**src/rtl/decode_regfile_stage.sv**
```systemverilog
// RV32I decode stage: register file (2R/1W, optional write-to-read bypass), immediate generator,
// and one registered decode/execute slot with valid/ready handshake, stall-time operand refresh and flush.
module decode_regfile_stage #(
  parameter int  XLEN   = 32,
  parameter int  NREGS  = 32,
  parameter bit  BYPASS = 1'b1,
  localparam int AW     = $clog2(NREGS)
) (
  input  logic            clk,
  input  logic            rst,
  input  logic            in_valid,
  output logic            in_ready,
  input  logic [31:0]     inst,
  input  logic [XLEN-1:0] in_pc,
  input  logic            flush,
  input  logic            wb_en,
  input  logic [AW-1:0]   wb_rd,
  input  logic [XLEN-1:0] wb_data,
  output logic            out_valid,
  input  logic            out_ready,
  output logic [31:0]     out_inst,
  output logic [XLEN-1:0] out_pc,
  output logic [AW-1:0]   out_rd,
  output logic [XLEN-1:0] out_rs1_data,
  output logic [XLEN-1:0] out_rs2_data,
  output logic [XLEN-1:0] out_imm
);

  localparam logic [6:0] OP_LOAD   = 7'b0000011;
  localparam logic [6:0] OP_IMM    = 7'b0010011;
  localparam logic [6:0] OP_JALR   = 7'b1100111;
  localparam logic [6:0] OP_SYSTEM = 7'b1110011;
  localparam logic [6:0] OP_STORE  = 7'b0100011;
  localparam logic [6:0] OP_BRANCH = 7'b1100011;
  localparam logic [6:0] OP_LUI    = 7'b0110111;
  localparam logic [6:0] OP_AUIPC  = 7'b0010111;
  localparam logic [6:0] OP_JAL    = 7'b1101111;

  logic [XLEN-1:0] regs_q [NREGS];
  logic [XLEN-1:0] regs_d [NREGS];

  logic            out_valid_q, out_valid_d;
  logic [31:0]     out_inst_q, out_inst_d;
  logic [XLEN-1:0] out_pc_q, out_pc_d;
  logic [AW-1:0]   out_rd_q, out_rd_d;
  logic [XLEN-1:0] out_rs1_data_q, out_rs1_data_d;
  logic [XLEN-1:0] out_rs2_data_q, out_rs2_data_d;
  logic [XLEN-1:0] out_imm_q, out_imm_d;
  logic [AW-1:0]   rs1_idx_q, rs1_idx_d;
  logic [AW-1:0]   rs2_idx_q, rs2_idx_d;

  logic [AW-1:0]      rs1_idx, rs2_idx, rd_idx;
  logic [XLEN-1:0]    rs1_val, rs2_val;
  logic signed [31:0] imm32;
  logic               wb_hit, accept, hold;

  // Register index fields are truncated to AW bits; higher index bits are ignored.
  assign rs1_idx = inst[15 +: AW];
  assign rs2_idx = inst[20 +: AW];
  assign rd_idx  = inst[7 +: AW];

  assign wb_hit   = wb_en && (wb_rd != '0);
  assign in_ready = !flush && (!out_valid_q || out_ready);
  assign accept   = in_valid && in_ready;
  assign hold     = out_valid_q && !out_ready;

  always_comb begin
    rs1_val = regs_q[rs1_idx];
    rs2_val = regs_q[rs2_idx];
    if (BYPASS && wb_hit && (wb_rd == rs1_idx)) rs1_val = wb_data;
    if (BYPASS && wb_hit && (wb_rd == rs2_idx)) rs2_val = wb_data;
    if (rs1_idx == '0) rs1_val = '0;
    if (rs2_idx == '0) rs2_val = '0;
  end

  // Immediates are formed at 32 bits and then sign-extended to XLEN by the signed size cast.
  always_comb begin
    unique case (inst[6:0])
      OP_LOAD, OP_IMM, OP_JALR, OP_SYSTEM:
        imm32 = {{20{inst[31]}}, inst[31:20]};
      OP_STORE:
        imm32 = {{20{inst[31]}}, inst[31:25], inst[11:7]};
      OP_BRANCH:
        imm32 = {{19{inst[31]}}, inst[31], inst[7], inst[30:25], inst[11:8], 1'b0};
      OP_LUI, OP_AUIPC:
        imm32 = {inst[31:12], 12'b0};
      OP_JAL:
        imm32 = {{11{inst[31]}}, inst[31], inst[19:12], inst[20], inst[30:21], 1'b0};
      default:
        imm32 = '0;
    endcase
  end

  always_comb begin
    // NOTE: every _d starts from its _q so no path through this block leaves a signal unassigned (no latches).
    regs_d         = regs_q;
    out_inst_d     = out_inst_q;
    out_pc_d       = out_pc_q;
    out_rd_d       = out_rd_q;
    out_rs1_data_d = out_rs1_data_q;
    out_rs2_data_d = out_rs2_data_q;
    out_imm_d      = out_imm_q;
    rs1_idx_d      = rs1_idx_q;
    rs2_idx_d      = rs2_idx_q;

    if (wb_hit) regs_d[wb_rd] = wb_data;

    if (accept) begin
      out_inst_d     = inst;
      out_pc_d       = in_pc;
      out_rd_d       = rd_idx;
      out_rs1_data_d = rs1_val;
      out_rs2_data_d = rs2_val;
      out_imm_d      = XLEN'(imm32);
      rs1_idx_d      = rs1_idx;
      rs2_idx_d      = rs2_idx;
    end else if (hold) begin
      // A held operand must not go stale while execute is stalled, whatever BYPASS says.
      if (wb_hit && (wb_rd == rs1_idx_q)) out_rs1_data_d = wb_data;
      if (wb_hit && (wb_rd == rs2_idx_q)) out_rs2_data_d = wb_data;
    end

    if (flush)          out_valid_d = 1'b0;
    else if (accept)    out_valid_d = 1'b1;
    else if (out_ready) out_valid_d = 1'b0;
    else                out_valid_d = out_valid_q;
  end

  always_ff @(posedge clk or posedge rst) begin
    if (rst) begin
      // NOTE: the register file is reset too, so every register reads 0 after reset, not just x0.
      for (int i = 0; i < NREGS; i++) regs_q[i] <= '0;
      out_valid_q    <= 1'b0;
      out_inst_q     <= '0;
      out_pc_q       <= '0;
      out_rd_q       <= '0;
      out_rs1_data_q <= '0;
      out_rs2_data_q <= '0;
      out_imm_q      <= '0;
      rs1_idx_q      <= '0;
      rs2_idx_q      <= '0;
    end else begin
      // NOTE: non-blocking assignments so every flop samples the pre-edge value of every other flop.
      regs_q         <= regs_d;
      out_valid_q    <= out_valid_d;
      out_inst_q     <= out_inst_d;
      out_pc_q       <= out_pc_d;
      out_rd_q       <= out_rd_d;
      out_rs1_data_q <= out_rs1_data_d;
      out_rs2_data_q <= out_rs2_data_d;
      out_imm_q      <= out_imm_d;
      rs1_idx_q      <= rs1_idx_d;
      rs2_idx_q      <= rs2_idx_d;
    end
  end

  assign out_valid    = out_valid_q;
  assign out_inst     = out_inst_q;
  assign out_pc       = out_pc_q;
  assign out_rd       = out_rd_q;
  assign out_rs1_data = out_rs1_data_q;
  assign out_rs2_data = out_rs2_data_q;
  assign out_imm      = out_imm_q;

endmodule

```
**config.mk**
```make
export PLATFORM = sky130hd
export DESIGN_NAME = decode_regfile_stage
export DESIGN_NICKNAME = d
export VERILOG_FILES = /design/src/rtl/decode_regfile_stage.sv
export SDC_FILE = /design/constraint.sdc
export NUM_CORES = 2
export LEC_CHECK = 0
export BUFFER_PORTS_ARGS = -buffer_cell sky130_fd_sc_hd__clkbuf_2
export CAP_MARGIN = 20
export CORE_MARGIN = 2
export CORE_UTILIZATION = 50
export DETAILED_ROUTE_END_ITERATION = 7
export MAX_ROUTING_LAYER = met4
export PLACE_DENSITY = 0.67
export SYNTH_ARGS = -nofsm -noshare
export SYNTH_HDL_FRONTEND = slang
export SYNTH_SLANG_ARGS = --single-unit
```
**constraint.sdc**
```tcl
create_clock -name clk -period 61.3 [get_ports clk]
set_input_delay 3.065 -clock clk [delete_from_list [all_inputs] [get_ports clk]]
set_output_delay 3.065 -clock clk [all_outputs]
set_load 0.01 [all_outputs]
```
==> results.md <==
- Logic pwr share: between 10% and 20%
- Antenna Nets Post-Route: 0
- Status: finished clean
- Hold Path Class: flop to flop
- Mapped Nets: 4446
- Wire per inst: approximately 32 microns
- GP Congestion: around 0.82
- Fillers: 9986
- Worst vdd ir: 0.0309 mV
- Flops & latches, synth: 1185
- Register area share after synthesis: a little under half
- Min-Delay Endpoint: regs_q[995]
- Final Cycle Share: about a tenth
- Synthesized area per cell: approximately 14 sq um
- Leak Pwr: around 30 nW
- Net Switching: a little over 600 uW
- Layout cells sized above 1: 48.3%
- Mapped cell area: 62000 sq um
- R2r endpoint: out_rs1_data[3]
- Most frequent cells in the layout: dfrtp_1, mux2_2, mux4_2, clkbuf_2, nand2_1
- Layout area overhead: 10.3%
- F_max: 0.153 GHz
- R2r startpoint: out_valid
- Top_reg_cell synth: dfrtp_1
- PD cells: 33.2 nW/um^2
- Drt total wl: between 150000 and 200000 microns
- Final setup vio count: 0
- Unrepaired setup endpoints after global routing: no
- Async SR Flop Fraction: 100%
- Fin Setup TNS: 0 ns
- Die area: between 100000 and 150000 sq um
- Clock power share: between 30% and 40%
- Clock buffer depth: 3
- Clk Latency, worst-skew pair: ~0.76 ns
- Routed vias: 41500
- First-pass GRT wire length: about 290000 microns
- Congestion Overflow GR: 0
- Vias in the first global route: approximately 41000
- # hold bufs at CTS: 0
- Post-CTS Resized: 0
- Net Sw Frac: around 27%
- Cell Rows: roughly 130
- Total design power: roughly 2.3 mW
- DR iter-0 viols: 4830
- Largest net degree at the start of global routing: roughly 180
- Number of library cell types mapped by synthesis: 63
- Initial Util: between 50 and 60%
- CTS root buf: clkbuf_16
- GRT Overall Usage: roughly a third
- Initial antenna violation count: 3
- Synthesis Warnings: 0
- Post-Route Skew: between 0.02 and 0.025 ns
- Required time of the critical path: approximately 58 ns
- Reg clk slew, reported paths: approximately 0.06 ns
- Setup crit start kind: input port
- Critical Path End Type: output port
- TritonCTS Sinks: between 1000 and 1500
- Core area: 123000 sq um
- Peak fanout along the critical path: 2
- DRT Pass-1 Iters: 6
- # nets final: approximately 4500
- Post-synth EDFFs: 0
- Die W: around 360 microns
- Actual slew at the worst max-slew pin: between 1 and 1.5 ns
- Sequential share of power: 45.8%
- Internal cell power: roughly 1.6 mW
- DRC errors left: 0
- Port Buffers: approximately 270
- Hpwl dp: slightly above 100000 microns
- H-tree depth: 4
- CTS tree: yes
- IO Pins: about 270
- Placed inst area: between 60000 and 70000 sq um
- Max-slew violation count: 0
- # Post-CTS Setup Buffers: 0
- Vias per cell: just under 7
- Fin crit period: around 6.6 ns
- Worst Path Arrival: around 3.5 ns
- Setup CP Type: input port to output port
- Hold Crit Start: regs_q[995]
- Hold Fails Final Rpt: 0
- Commonest non-fill, non-tap cell in the layout: dfrtp_1
- Reg2reg path depth: 8
- Syn Inst Count: between 4000 and 5000
- Die Ht: approximately 360 microns
- Reg2reg setup slack: 57.83 ns
- CTS Buf Count: between 100 and 150
- Max-Cap Viols: 0
- Worst hold path depth: 0
- Relative slew slack: slightly below 10%
- Design Area, Final: 68400 sq um
-- synthesized netlist by cell type (22+ instances only) --
cell type,number,area share [%]
nand2_1,272,1.6
o21ai_1,27,0.22
nor2_1,124,0.75
clkbuf_1,192,1.2
mux4_2,493,18
buf_2,133,1.1
mux2_2,1016,18
a221oi_1,22,0.31
o22ai_1,26,0.26
a22oi_1,106,1.3
buf_1,79,0.48
o21ai_0,52,0.42
a21oi_1,42,0.34
o22a_1,24,0.34
o211ai_1,24,0.29
dfrtp_1,1185,48
buf_6,34,0.62
or3b_2,25,0.35
a22o_1,26,0.37
nand3_1,27,0.22
mux2i_1,141,2.3
a2bb2oi_1,25,0.35
buf_4,33,0.40
-- final cells by class --
type | instances | area [sq um] | area share [%]
inverters | 4 | 22.5 | 0.0329
flip-flops and latches | 1185 | 29700 | 43.4
diodes | 3 | 7.51 | 0.0110
well taps | 1637 | 2050 | 2.99
multi-input cells | 2675 | 30300 | 44.3
clock inverters | 33 | 310 | 0.454
clock buffers | 197 | 3930 | 5.74
repair buffers | 357 | 2150 | 3.15
-- worst max-delay path by stage --
stage	endpoint	slack [ns]	from
after floorplan	out_imm[0]	24.85	rst
after global placement	out_rs1_data[24]	54.28	inst[16]
after detailed placement	out_rs1_data[24]	54.26	inst[16]
after CTS	in_ready	54.74	out_ready
after global routing	in_ready	54.71	out_ready
final	in_ready	54.75	out_ready
-- metrics by stage --
stage / utilization [%] / setup slack (ns) / hold WS, ns / cells
after floorplan: - / 24.85 / 0.441 / 4339
after global routing: 55.5 / 54.71 / 0.400 / 6090
after CTS: 55.4 / 54.74 / 0.396 / 6084
after detailed placement: 52.0 / 54.26 / 0.382 / 5854
final: 55.5 / 54.75 / 0.394 / 6091
after global placement: 52.0 / 54.28 / 0.376 / 5853
-- power by group through the flow --
stage	sequential [mW]	clock, mW	combinational (mW)
final	1.04	0.788	0.443
after global routing	1.06	0.831	0.476
after CTS	1.04	0.797	0.443
after detailed placement	1.05	0	0.441
after global placement	1.04	0	0.432
after floorplan	1.02	0	0.343
-- sequential cells by signal (all words and copies together) (netlist names) --
signal and flops:
regs_q 1024, out_imm 32, out_valid 1, out_rs1_data 32, out_pc 32, out_rs2_data 32
out_inst 32
-- logic make-up after synthesis --
kind of cell | synth area share [%]
AO/OA/AOI/OAI | 5.47
XOR/XNOR | 0.297
buffers and inverters | 3.85
flip-flops | 47.8
multiplexers | 38.6
AND/OR/NAND/NOR | 3.92
-- routing by layer --
metal  share of wire, %  routed length (microns)  vias up  global-route usage, %
met5                  0                        0        -                      -
met4                3.9                     7750        0                   12.9
met3                 10                    19800      429                   7.37
met2                 45                    89700     2282                   46.8
met1                 41                    80700    22200                   44.6
li1                   -                        -    16600                      -
-- critical path, stage by stage --
cell,delay [ns]
clkbuf_2,0.09
nor2b_1,0.15
nor2_1,0.06
clkbuf_2,0.12
Note: power is estimated with default switching activity, not from simulation.
